$ cat src/rtl/mem_arb_pkg.sv
// Shared definitions for the unified-memory port arbiter: FSM state
// encoding, owner encoding and the default memory latency.
package mem_arb_pkg;

  // Arbiter FSM states
  typedef enum logic [1:0] {
    ST_IDLE   = 2'd0,
    ST_BUSY_I = 2'd1,
    ST_BUSY_D = 2'd2
  } arb_state_t;

  // Owner / grant encoding
  localparam logic OWN_FETCH = 1'b0;
  localparam logic OWN_DATA  = 1'b1;

  // Default fixed memory latency (issue to valid read data)
  localparam int MEM_LATENCY_DEFAULT = 2;

endpackage

$ cat src/rtl/arb_grant_sel.sv
// Combinational grant decision for the memory port arbiter.
// Optional feature macro: ARB_ROUND_ROBIN_EN (alternate grants on contention);
// without it the data side always wins a tie.
module arb_grant_sel
  import mem_arb_pkg::*;
(
  input  logic i_if_req,
  input  logic i_dm_req,
`ifdef ARB_ROUND_ROBIN_EN
  input  logic i_last_grant,
`endif
  output logic o_grant_valid,
  output logic o_grant_own
);

  // Pick the winner among the active requests
  always_comb begin
    o_grant_valid = i_if_req | i_dm_req;
    o_grant_own   = OWN_DATA;
    if (i_if_req && i_dm_req) begin
`ifdef ARB_ROUND_ROBIN_EN
      // Tie: hand the port to whoever did not get it last time
      o_grant_own = (i_last_grant == OWN_FETCH) ? OWN_DATA : OWN_FETCH;
`else
      // Tie: the data side holds the older instruction, so it goes first
      o_grant_own = OWN_DATA;
`endif
    end else if (i_if_req) begin
      o_grant_own = OWN_FETCH;
    end else begin
      o_grant_own = OWN_DATA;
    end
  end

endmodule

$ cat src/rtl/mem_port_arbiter.sv
// Shares one single-ported fixed-latency memory between instruction fetch
// and the data stage. One access is in flight at a time; the winner gets a
// registered read word and a one-cycle ready pulse.
// Optional feature macro: ARB_ROUND_ROBIN_EN (round-robin on contention).
module mem_port_arbiter
  import mem_arb_pkg::*;
#(
  parameter int ADDR_WIDTH  = 32,
  parameter int DATA_WIDTH  = 32,
  parameter int MEM_LATENCY = MEM_LATENCY_DEFAULT,
  parameter int CNT_WIDTH   = 4
) (
  input  logic                  clock,
  input  logic                  reset_n,
  input  logic                  if_req,
  input  logic [ADDR_WIDTH-1:0] if_addr,
  output logic [DATA_WIDTH-1:0] if_rdata,
  output logic                  if_ready,
  output logic                  if_stall,
  input  logic                  dm_req,
  input  logic                  dm_we,
  input  logic [ADDR_WIDTH-1:0] dm_addr,
  input  logic [DATA_WIDTH-1:0] dm_wdata,
  output logic [DATA_WIDTH-1:0] dm_rdata,
  output logic                  dm_ready,
  output logic                  dm_stall,
  output logic                  mem_en,
  output logic                  mem_we,
  output logic [ADDR_WIDTH-1:0] mem_addr,
  output logic [DATA_WIDTH-1:0] mem_wdata,
  input  logic [DATA_WIDTH-1:0] mem_rdata
);

  arb_state_t            r_state;
  arb_state_t            w_state_nxt;
  logic [CNT_WIDTH-1:0]  r_cnt;
  logic                  r_owner;
  logic                  r_mem_en;
  logic                  r_mem_we;
  logic [ADDR_WIDTH-1:0] r_mem_addr;
  logic [DATA_WIDTH-1:0] r_mem_wdata;
  logic [DATA_WIDTH-1:0] r_if_rdata;
  logic [DATA_WIDTH-1:0] r_dm_rdata;
  logic                  r_if_ready;
  logic                  r_dm_ready;

  logic                  w_grant_valid;
  logic                  w_grant_own;
  logic                  w_grant;
  logic                  w_busy;
  logic                  w_last_cnt;
  logic                  w_done;

`ifdef ARB_ROUND_ROBIN_EN
  logic                  r_last_grant;
`endif

  arb_grant_sel u_grant_sel (
    .i_if_req      (if_req),
    .i_dm_req      (dm_req),
`ifdef ARB_ROUND_ROBIN_EN
    .i_last_grant  (r_last_grant),
`endif
    .o_grant_valid (w_grant_valid),
    .o_grant_own   (w_grant_own)
  );

  // Decode grant / completion conditions from the current state and counter
  always_comb begin
    w_busy     = (r_state == ST_BUSY_I) || (r_state == ST_BUSY_D);
    w_grant    = (r_state == ST_IDLE) && w_grant_valid;
    w_last_cnt = (r_cnt == CNT_WIDTH'(MEM_LATENCY - 1));
    w_done     = w_busy && w_last_cnt;
  end

  // FSM state register
  always_ff @(posedge clock or negedge reset_n) begin
    if (!reset_n) begin
      r_state <= ST_IDLE;
    end else begin
      r_state <= w_state_nxt;
    end
  end

  // FSM next-state logic
  always_comb begin
    w_state_nxt = r_state;
    case (r_state)
      ST_IDLE: begin
        if (w_grant_valid) begin
          w_state_nxt = (w_grant_own == OWN_DATA) ? ST_BUSY_D : ST_BUSY_I;
        end else begin
          w_state_nxt = ST_IDLE;
        end
      end
      ST_BUSY_I, ST_BUSY_D: begin
        if (w_last_cnt) begin
          w_state_nxt = ST_IDLE;
        end else begin
          w_state_nxt = r_state;
        end
      end
      default: w_state_nxt = ST_IDLE;
    endcase
  end

  // Issue registers, wait counter, read-data capture and ready pulses
  always_ff @(posedge clock or negedge reset_n) begin
    if (!reset_n) begin
      r_cnt       <= '0;
      r_owner     <= OWN_DATA;
      r_mem_en    <= 1'b0;
      r_mem_we    <= 1'b0;
      r_mem_addr  <= '0;
      r_mem_wdata <= '0;
      r_if_rdata  <= '0;
      r_dm_rdata  <= '0;
      r_if_ready  <= 1'b0;
      r_dm_ready  <= 1'b0;
    end else begin
      // Strobes are single-cycle unless re-armed below
      r_mem_en   <= 1'b0;
      r_if_ready <= 1'b0;
      r_dm_ready <= 1'b0;
      if (w_grant) begin
        r_cnt    <= '0;
        r_owner  <= w_grant_own;
        r_mem_en <= 1'b1;
        if (w_grant_own == OWN_DATA) begin
          r_mem_addr  <= dm_addr;
          r_mem_we    <= dm_we;
          r_mem_wdata <= dm_wdata;
        end else begin
          r_mem_addr  <= if_addr;
          r_mem_we    <= 1'b0;
          r_mem_wdata <= r_mem_wdata;
        end
      end else if (w_done) begin
        r_cnt    <= '0;
        r_mem_we <= 1'b0;
        if (r_owner == OWN_DATA) begin
          r_dm_ready <= 1'b1;
          // A store returns no data, so keep the last load result
          if (!r_mem_we) begin
            r_dm_rdata <= mem_rdata;
          end else begin
            r_dm_rdata <= r_dm_rdata;
          end
        end else begin
          r_if_ready <= 1'b1;
          r_if_rdata <= mem_rdata;
        end
      end else if (w_busy) begin
        r_cnt <= r_cnt + CNT_WIDTH'(1);
      end else begin
        r_cnt <= r_cnt;
      end
    end
  end

`ifdef ARB_ROUND_ROBIN_EN
  // Remember the most recent winner for the next tie-break
  always_ff @(posedge clock or negedge reset_n) begin
    if (!reset_n) begin
      r_last_grant <= OWN_FETCH;
    end else if (w_grant) begin
      r_last_grant <= w_grant_own;
    end else begin
      r_last_grant <= r_last_grant;
    end
  end
`endif

  assign mem_en    = r_mem_en;
  assign mem_we    = r_mem_we;
  assign mem_addr  = r_mem_addr;
  assign mem_wdata = r_mem_wdata;
  assign if_rdata  = r_if_rdata;
  assign dm_rdata  = r_dm_rdata;
  assign if_ready  = r_if_ready;
  assign dm_ready  = r_dm_ready;
  assign if_stall  = if_req & ~r_if_ready;
  assign dm_stall  = dm_req & ~r_dm_ready;

endmodule

$ cat config.mk
export PLATFORM = sky130hd
export DESIGN_NAME = mem_port_arbiter
export DESIGN_NICKNAME = d
export VERILOG_FILES = /design/src/rtl/mem_arb_pkg.sv /design/src/rtl/arb_grant_sel.sv /design/src/rtl/mem_port_arbiter.sv
export SDC_FILE = /design/constraint.sdc
export NUM_CORES = 1
export LEC_CHECK = 0
export ABC_AREA = 1
export BUFFER_PORTS_ARGS = -buffer_cell sky130_fd_sc_hd__buf_4
export CAP_MARGIN = 20
export CORE_UTILIZATION = 45
export DETAILED_ROUTE_END_ITERATION = 10
export PLACE_DENSITY = 0.87
export SKIP_CTS_REPAIR_TIMING = 1
export SYNTH_ARGS = -nofsm -noshare
export SYNTH_HDL_FRONTEND = slang
export SYNTH_HIERARCHICAL = 1
export SYNTH_SLANG_ARGS = --single-unit
$ cat constraint.sdc
create_clock -name clock -period 4.65 [get_ports clock]
set_clock_uncertainty 0.1 [all_clocks]
set_input_delay 0.2325 -clock clock [delete_from_list [all_inputs] [get_ports clock]]
set_output_delay 0.2325 -clock clock [all_outputs]
set_load 0.02 [all_outputs]
==> impl_metrics.ini <==
[floorplanning]
die_h_um = 117
ios = 267
die_x_um = 117
initial_core_util = 0.464
rows = 41
die_area_um2 = 13600
core_area_um2 = 12700

[grt]
first_global_vias = 5413
grt_max_degree = 68
grt_overflow_total = 0
grt_usage = 0.247
antenna_found_initial = 0
grt_pass1_wl_um = 25600

[drt]
ant_nets = 0
first_pass_iters = 5
wirelength_um = 20900
wl_per_cell_um = 16.7
drt-initial-drc-count = 610
drcViolationCount = 0
via_count = 6348
viasPerCell = 5.07

[yosys]
synth_ff_type = dfrtp_1
synth_top_area_frac = 0.585
ys_warn_count = 6
yosysTopAreaCell = dfrtp_1
synth-seq-cells = 139
ys_seq_area_frac = 0.589
synth_cells = 682
synth_nets = 818
synth_edf_count = 0
synth.most_common_cell = nand2_1
yosys-top-cells-area = dfrtp_1 58%, nand2_1 20%, nand3_1 5.8%
synth.avg_cell_area_um2 = 8.66
synth_cell_type_count = 20
syn_area_um2 = 5900
synth_common_cells = 307 x nand2_1, 138 x dfrtp_1, 68 x nand3_1
synthArstFlopShare = 1.00

[cts]
cts_sinks = 139
htree_levels = 4
cts_tree = done
clk_latency_ns = 0.41
clockBufferDepth = 2
cts.clk_slew.worst_paths_ns = 0.06
cts_inserted_buffers = 17
root_buffer = clkbuf_16

[worst_setup_path]
crit_slowest_cell = dlygate4sd3_1
reg2reg_depth = 10
rrSetupSlack_ns = 1.77
reg2reg_to = mem_addr[29]
cp_cell_sequence = inv_1, ha_1, nand2_1, inv_2, nand2_2, inv_2, buf_12, nand2_1, nand3_1, dlygate4sd3_1
worstReg2RegStart = r_state[0]
required_ns = 4.83
worstSetupEndpointType = flip-flop
worstSetupPathType = reg -> reg
start_kind = flip-flop
path_max_fanout = 41
critPathArrivalTime_ns = 3.06
crit_path_max_incr_delay_ns = 0.61

[sta]
setup_viol = 0
slew_violations = 0
slew-limit-headroom = 0.431
finalCritPeriodShare = 0.620
fmax_mhz = 347
min_period_ns = 2.88
grt_setup_unrepaired = false
tns_ns = 0
finalWorstSetupSlack_ns = 1.77
tightest_slew_ns = 0.854
hold_viol = 0

[placement]
dp_hpwl_um = 11200
io_buffers = 266
place_congestion = 0.786
post-place-ws_ns = 2.16
dp_cells = 1090

[finish]
layout-drive-gt1-share = 0.289
num_antenna_cells = 0
instances_no_fill = 1252
finalNetCount = 1204
area_growth_pct = 68.0

[power_and_ir_drop]
vdd_ir_drop_max_mv = 0.368
p_leak_nw = 5.22
finalPower_mw = 6.92
p_per_area_nw_per_um2 = 698

[worst_hold_path]
hold_class = in -> reg
whs_endpoint = mem_en
hold_start = if_req
whs_path_depth = 5

[job]
drv_cap = 0

[status]
outcome = complete, no violations
==> flip-flops by register name, indices dropped and copies added, names as in the netlist <==
signal / count
dm_rdata: 32
dm_ready: 1
if_rdata: 32
if_ready: 1
mem_addr: 32
mem_en: 1
mem_wdata: 32
mem_we: 1
r_cnt: 4
r_owner: 1
r_state: 2
==> kinds of logic (layout without fill, tap and decap cells) <==
| logic type | after synthesis | in the layout | share of synthesized area |
|---|---|---|---|
| and+or+nand+nor | 385 | 385 | 0.267 |
| DFF | 139 | 139 | 0.589 |
| buffers and inverters | 84 | 482 | 0.0636 |
| AOI/OAI and AO/OA | 71 | 71 | 0.0740 |
| adders and majority gates | 3 | 3 | 0.00636 |
==> where the power goes <==
part / switching [mW] / internal (mW) / leakage (nW)
clock: 0.486 / 0.934 / 0.307
sequential: 0.355 / 1.79 / 1.69
combinational: 1.95 / 1.40 / 3.23
total: 2.79 / 4.13 / 5.22
==> placed cells by master (no fill, tap or decap) <==
master	instances
clkbuf_1	3
a21oi_1	2
buf_12	1
nand2_1	307
clkinv_2	4
nand3_4	1
nand2_2	1
o21bai_1	32
dlygate4sd3_1	130
bufinv_16	4
nor2_4	3
nand3_1	68
inv_1	44
clkbuf_8	3
clkbuf_16	17
buf_6	1
nor2_1	2
o22ai_1	1
dfstp_2	1
nand4_1	2
buf_4	273
dfrtp_1	138
nor2_2	1
o21ai_0	36
inv_2	2
ha_1	3
==> through the flow <==
stage / cell area (um2) / util / hold slack, ns
CTS: 8600 / 0.676 / -0.482
detailed placement: 7980 / 0.627 / -0.0432
finish: 9920 / 0.780 / 0.0789
floorplan: 5900 / - / -0.163
global route: 9920 / 0.780 / 0.0817
global placement: 7980 / 0.627 / -0.0425
==> worst max path at each step <==
stage | from | to | slack (ns) | depth (start not counted)
after global placement | r_state[0] | mem_addr[11] | 2.22 | 8
after floorplan | r_state[0] | dm_rdata[11] | 3.14 | 8
after detailed placement | r_state[1] | mem_addr[19] | 2.16 | 8
after CTS | r_state[1] | mem_wdata[21] | 2.14 | 8
final | r_state[0] | mem_addr[29] | 1.77 | 10
after global routing | r_state[0] | mem_addr[23] | 1.59 | 10
==> per-layer routing <==
metal	track usage	part of all wire	vias up	routed length, um
met5	0	0	-	0
met4	0.0996	0.028	0	575
met3	0.0804	0.077	54	1620
met2	0.430	0.52	342	10800
met1	0.282	0.38	3038	7850
li1	-	-	2914	-
==> layout make-up <==
type / count / area, um2
fill: 793 / 2800
inverter: 46 / 173
timing repair buffer: 405 / 3380
tap: 172 / 215
clock inverter: 8 / 140
multi-input combinational: 459 / 2050
clock buffer: 23 / 478
sequential: 139 / 3480
==> worst max-delay path: cells and delay by family (launching register included) <==
kind	cells	cell delay, ns
and+or+nand+nor	4	0.73
buffers and inverters	5	1.40
DFF	1	0.32
adders and majority gates	1	0.19
No activity file was read; power rests on OpenSTA's default activity.
